### src/rtl/regfile_scoreboard_if.sv
// Port bundle for the scoreboarded register file: one write port, one reserve
// port, two bypassed read ports and an unbypassed debug read port.
interface regfile_scoreboard_if #(
    parameter int SIZE = 8,
    parameter int AW   = 3
);
    logic            Write;
    logic [AW-1:0]   DAddress;
    logic [SIZE-1:0] DataInRegg;
    logic            Rsv;
    logic [AW-1:0]   RAddress;
    logic [AW-1:0]   AAddress;
    logic [AW-1:0]   BAddress;
    logic [AW-1:0]   DbgAddress;
    logic [SIZE-1:0] dataA;
    logic [SIZE-1:0] dataB;
    logic            busyA;
    logic            busyB;
    logic            anyBusy;
    logic [SIZE-1:0] DbgData;

    modport master (
        output Write, DAddress, DataInRegg, Rsv, RAddress, AAddress, BAddress, DbgAddress,
        input  dataA, dataB, busyA, busyB, anyBusy, DbgData
    );

    modport slave (
        input  Write, DAddress, DataInRegg, Rsv, RAddress, AAddress, BAddress, DbgAddress,
        output dataA, dataB, busyA, busyB, anyBusy, DbgData
    );
endinterface

### src/rtl/regfile_scoreboard.sv
// Register file with per-register pending (scoreboard) bits, write-through
// bypass on the A/B read ports and an optional hardwired-zero register 0.
module regfile_scoreboard #(
    parameter int SIZE    = 8,
    parameter int NREG    = 8,
    parameter int AW      = 3,
    parameter int ZERO_R0 = 0
) (
    input  logic                 clk,
    input  logic                 rst_n,
    regfile_scoreboard_if.slave  rf
);
    logic [NREG-1:0][SIZE-1:0] regs;
    logic [NREG-1:0]           pend;
    logic [NREG-1:0]           wen;
    logic [NREG-1:0]           rsv;

    // Decoded enables already exclude register 0 in the hardwired-zero build,
    // so storage, scoreboard and bypass all inherit that rule from here.
    always_comb begin
        wen = '0;
        rsv = '0;
        for (int i = 0; i < NREG; i++) begin
            wen[i] = rf.Write && (rf.DAddress == AW'(i)) && !((ZERO_R0 != 0) && (i == 0));
            rsv[i] = rf.Rsv   && (rf.RAddress == AW'(i)) && !((ZERO_R0 != 0) && (i == 0));
        end
    end

    always_ff @(posedge clk or negedge rst_n) begin
        if (!rst_n) begin
            regs <= '0;
            pend <= '0;
        end else begin
            for (int i = 0; i < NREG; i++) begin
                if (wen[i])
                    regs[i] <= rf.DataInRegg;
                // Reserve beats a same-cycle write: the new owner is still outstanding.
                if (rsv[i])
                    pend[i] <= 1'b1;
                else if (wen[i])
                    pend[i] <= 1'b0;
            end
        end
    end

    assign rf.dataA   = wen[rf.AAddress] ? rf.DataInRegg : regs[rf.AAddress];
    assign rf.dataB   = wen[rf.BAddress] ? rf.DataInRegg : regs[rf.BAddress];
    assign rf.DbgData = regs[rf.DbgAddress];
    assign rf.busyA   = pend[rf.AAddress];
    assign rf.busyB   = pend[rf.BAddress];
    assign rf.anyBusy = |pend;
endmodule

### src/flat_wrapper.sv
// flat-port wrapper written by rule: the top's interface ports become plain ports
module regfile_scoreboard_flat 
#(
    parameter int SIZE    = 8,
    parameter int NREG    = 8,
    parameter int AW      = 3,
    parameter int ZERO_R0 = 0
)
  (clk, rst_n, rf_Write, rf_DAddress, rf_DataInRegg, rf_Rsv, rf_RAddress, rf_AAddress, rf_BAddress, rf_DbgAddress, rf_dataA, rf_dataB, rf_busyA, rf_busyB, rf_anyBusy, rf_DbgData);
  regfile_scoreboard_if #(.SIZE(SIZE), .AW(AW)) rf_i ();
  input  logic clk;
  input  logic rst_n;
  input wire logic [$bits(rf_i.Write)-1:0] rf_Write;
  input wire logic [$bits(rf_i.DAddress)-1:0] rf_DAddress;
  input wire logic [$bits(rf_i.DataInRegg)-1:0] rf_DataInRegg;
  input wire logic [$bits(rf_i.Rsv)-1:0] rf_Rsv;
  input wire logic [$bits(rf_i.RAddress)-1:0] rf_RAddress;
  input wire logic [$bits(rf_i.AAddress)-1:0] rf_AAddress;
  input wire logic [$bits(rf_i.BAddress)-1:0] rf_BAddress;
  input wire logic [$bits(rf_i.DbgAddress)-1:0] rf_DbgAddress;
  output wire logic [$bits(rf_i.dataA)-1:0] rf_dataA;
  output wire logic [$bits(rf_i.dataB)-1:0] rf_dataB;
  output wire logic [$bits(rf_i.busyA)-1:0] rf_busyA;
  output wire logic [$bits(rf_i.busyB)-1:0] rf_busyB;
  output wire logic [$bits(rf_i.anyBusy)-1:0] rf_anyBusy;
  output wire logic [$bits(rf_i.DbgData)-1:0] rf_DbgData;
  assign rf_i.Write = rf_Write;
  assign rf_i.DAddress = rf_DAddress;
  assign rf_i.DataInRegg = rf_DataInRegg;
  assign rf_i.Rsv = rf_Rsv;
  assign rf_i.RAddress = rf_RAddress;
  assign rf_i.AAddress = rf_AAddress;
  assign rf_i.BAddress = rf_BAddress;
  assign rf_i.DbgAddress = rf_DbgAddress;
  assign rf_dataA = rf_i.dataA;
  assign rf_dataB = rf_i.dataB;
  assign rf_busyA = rf_i.busyA;
  assign rf_busyB = rf_i.busyB;
  assign rf_anyBusy = rf_i.anyBusy;
  assign rf_DbgData = rf_i.DbgData;
  regfile_scoreboard #(.SIZE(SIZE), .NREG(NREG), .AW(AW), .ZERO_R0(ZERO_R0)) u_core (.clk(clk), .rst_n(rst_n), .rf(rf_i));
endmodule
### config.mk
export PLATFORM = sky130hd
export DESIGN_NAME = regfile_scoreboard_flat
export DESIGN_NICKNAME = d
export VERILOG_FILES = /design/src/rtl/regfile_scoreboard_if.sv /design/src/rtl/regfile_scoreboard.sv /design/src/flat_wrapper.sv
export SDC_FILE = /design/constraint.sdc
export NUM_CORES = 1
export LEC_CHECK = 0
export CORE_ASPECT_RATIO = 1.2
export CORE_UTILIZATION = 49
export CTS_CLUSTER_DIAMETER = 150
export DETAILED_ROUTE_END_ITERATION = 10
export GPL_ROUTABILITY_DRIVEN = 0
export PLACE_DENSITY = 0.71
export SYNTH_ARGS = -nofsm -noshare
export SYNTH_HDL_FRONTEND = slang
export SYNTH_SLANG_ARGS = --single-unit
export TNS_END_PERCENT = 100
### constraint.sdc
create_clock -name clk -period 3.05 [get_ports clk]
set_input_delay 0.4575 -clock clk [delete_from_list [all_inputs] [get_ports clk]]
set_output_delay 0.4575 -clock clk [all_outputs]
set_load 0.005 [all_outputs]
==> reports/summary.md <==
## Status
* **result of the run** finished, final reports clean

## Clock network
* **H-tree levels** 3
* **clock latency on the worst-skew pair** 0.33 ns
* **quantity of hold-fixing buffers added after cts** 0
* **Inserted Clock Buffers** 9
* **clock tree from TritonCTS** done
* **Clock Sinks** 72
* **maximum clock insertion buffer count** 2
* **Clock Root Buffer** clkbuf_16
* **Clock Pin Slew Worst Setup and Hold Paths** 0.06 ns

## Yosys
* **synthesized netlist net count** 326
* **gate count of the mapped netlist** 299
* **commonest register cell after synthesis** dfrtp_1
* **Syn Std Cell Area** 4790 um^2
* **Synth async-reset ratio** 1.00
* **mean instance size in the synthesized netlist** 16.0 um^2
* **count of state elements after synthesis** 72
* **number of flops mapped to enable cells by yosys** 0
* **Yosys warning total** 0
* **fraction of the yosys area taken by sequential cells** 0.376
* **number of distinct library cell variants in the gate-level netlist after synthesis** 26

## Place
* **Post-DP Area** 5600 um^2
* **DP HPWL** 7.46 mm
* **Worst Setup Slack post-DPL** -0.151 ns
* **Port Buffer Count** 53

## Layout
* **layout overhead on the synthesized area** 24.5%
* **commonest non-fill, non-tap cell in the layout** dfrtp_1
* **top library cells by usage in the layout, fill and taps aside** dfrtp_1, mux2_2, clkdlybuf4s50_1
* **NumNets Final** 393
* **filler cell count in the final layout** 731
* **area of all placed cells without fillers** 5970 um^2
* **final core utilization** 0.627
* **Inserted Diodes** 0
* **share of final-layout standard cells stronger than drive strength 1** 0.423

## Die
* **area of the core region** 9520 um^2
* **Die Ht** 110 um
* **starting density of the core** 0.503
* **number of top-level pins** 54
* **Die Area** 10200 um^2
* **die width** 92.3 um
* **Std-Cell Rows** 39

## Routing
* **detail-routed net length per standard cell** 24.2 um
* **number of iterations in the first detailed-routing pass** 5
* **Total Routed Length** 12.0 mm
* **remaining number of nets flagged by the antenna check after routing** 0
* **total vias in the final route** 3123
* **drt via density** 6.32
* **DRC violation total after the first TritonRoute iteration** 210
* **Remaining DRCs** 0

## Pwr
* **power share of the combinational group** 0.319
* **Pleak** 2.51 nW
* **Internal Power** 0.00264 W
* **proportion of power drawn by flip-flops and latches** 0.382
* **worst-case vdd ir drop** 0.000360 V
* **overall power of the completed layout** 0.00357 W
* **share of power burned in the clock network** 0.299
* **switching portion of total power** 0.261
* **Cell Pwr Density** 598 nW/um^2
* **total net switching power** 0.000931 W

## Timing
* **timing-limited maximum frequency** 342 MHz
* **Slew Limit Fails** 0
* **min cycle time layout** 2.93 ns
* **Worst Clk Skew** 0 ns
* **unrepaired setup endpoints after global routing** false
* **worst-margin pin slew** 0.854 ns
* **post-route fraction of the period consumed by the critical path** 0.959
* **Slew Limit Headroom** 0.431
* **min setup slack post-route** 0.124 ns
* **Setup violations, final** 0
* **Hold Vio Cnt, Final** 0

## GRT
* **initial antenna violation count** 0
* **gr usage total** 0.255
* **remaining global-route overflow** 0
* **pin count of the biggest net entering global routing** 39
* **vias in the first global route** 3205
* **global-route wire length before repair** 18.4 mm

## Worst setup path
* **Setup Crit Path Kind** input port to output pin
* **source of the critical timing path** rf_BAddress[1]
* **CP startpoint kind** input port
* **R2R setup slack** 2.20 ns
* **worst setup path endpoint** rf_dataB[3]
* **biggest fanout along the worst timing path** 19
* **Worst Path Required** 2.59 ns
* **Critical Path Sink Type** output pin
* **Data arrival, critical path** 2.47 ns
* **Worst Reg-to-Reg Cells** 1
* **critical register-to-register path endpoint** u_core.regs[4]
* **start of the worst register-to-register path** u_core.regs[4]

## Hold path
* **class of the most critical hold timing path** input port to asynchronous set/reset pin

## Run
* **number of max-capacitance violations reported** 0

==> area by class of cell <==
class	count	area, um^2	area share
flip-flops and latches	72	1800	0.302
clock buffers	13	260	0.0436
clock inverters	3	40.0	0.00671
inverters	4	15.0	0.00252
repair buffers	83	903	0.151
well taps	123	154	0.0258
multi-input cells	196	2790	0.468
==> what timing repair did <==
item	4_1_cts	5_1_grt
setup buffers	1	0
endpoints found under the setup margin	17	2
gates resized for setup	4	2
gates cloned	2	0
pin swaps	0	0
==> metal layers <==
layer	global-route usage	part of all wire
met5	0	0
met4	0.133	0.031
met3	0.0329	0.045
met2	0.429	0.52
met1	0.325	0.40
==> state kept, by name (all words and copies together), names as in the netlist <==
register and count:
u_core.pend 8, u_core.regs 64
==> worst min path at each step <==
stage          slack [ns]         endpoint       startpoint  cells after the start
3_3_place_gp         0.49  u_core.regs[39]  u_core.regs[39]                      1
5_1_grt              0.30  u_core.regs[26]            rst_n                      1
4_1_cts              0.26  u_core.regs[34]            rst_n                      1
3_5_place_dp         0.52   u_core.regs[2]   u_core.regs[2]                      1
6_report             0.23  u_core.regs[26]            rst_n                      1
2_1_floorplan        0.16   u_core.pend[0]            rst_n                      0
==> per-stage QoR <==
stage | std cells | hold WS, ns | setup TNS, ns
floorplan | 299 | 0.162 | 0
global placement | 475 | 0.494 | -1.64
detailed placement | 475 | 0.516 | -1.87
CTS | 494 | 0.260 | 0
global route | 494 | 0.304 | 0
finish | 494 | 0.227 | 0
==> worst max-delay path, stage by stage <==
cell,delay [ns]
clkdlybuf4s50_1,0.51
buf_12,0.18
mux4_2,0.31
mux2_2,0.28
mux2_4,0.27
clkdlybuf4s50_1,0.45
==> Yosys cell counts (all sizes together), types with 3 or more instances <==
library cell	count	area [um^2]
xnor2	6	52.6
buf	25	175
mux2	106	1250
mux4	52	1250
nand2	8	30.0
o21ai	4	20.0
nand2b	4	25.0
nand4b	3	26.3
inv	4	15.0
dfrtp	72	1800
nand4	3	31.3
==> cells by family (layout without fill, tap and decap cells) <==
logic type             count (synthesis)  count (layout)  synth area share
flip-flops                            72              72             0.376
XOR/XNOR                               6               6            0.0110
multiplexers                         158             158             0.522
buffers and inverters                 31             103            0.0413
AND/OR/NAND/NOR                       24              24            0.0394
AO/OA/AOI/OAI                          8               8            0.0104
==> power by group through the flow <==
stage               clock [W]  sequential, W  combinational (W)
finish                0.00107        0.00136            0.00114
global route          0.00112        0.00140            0.00123
global placement            0        0.00134            0.00111
floorplan                   0        0.00130           0.000752
detailed placement          0        0.00137            0.00113
CTS                   0.00107        0.00136            0.00115
Note: power is estimated with default switching activity, not from simulation.
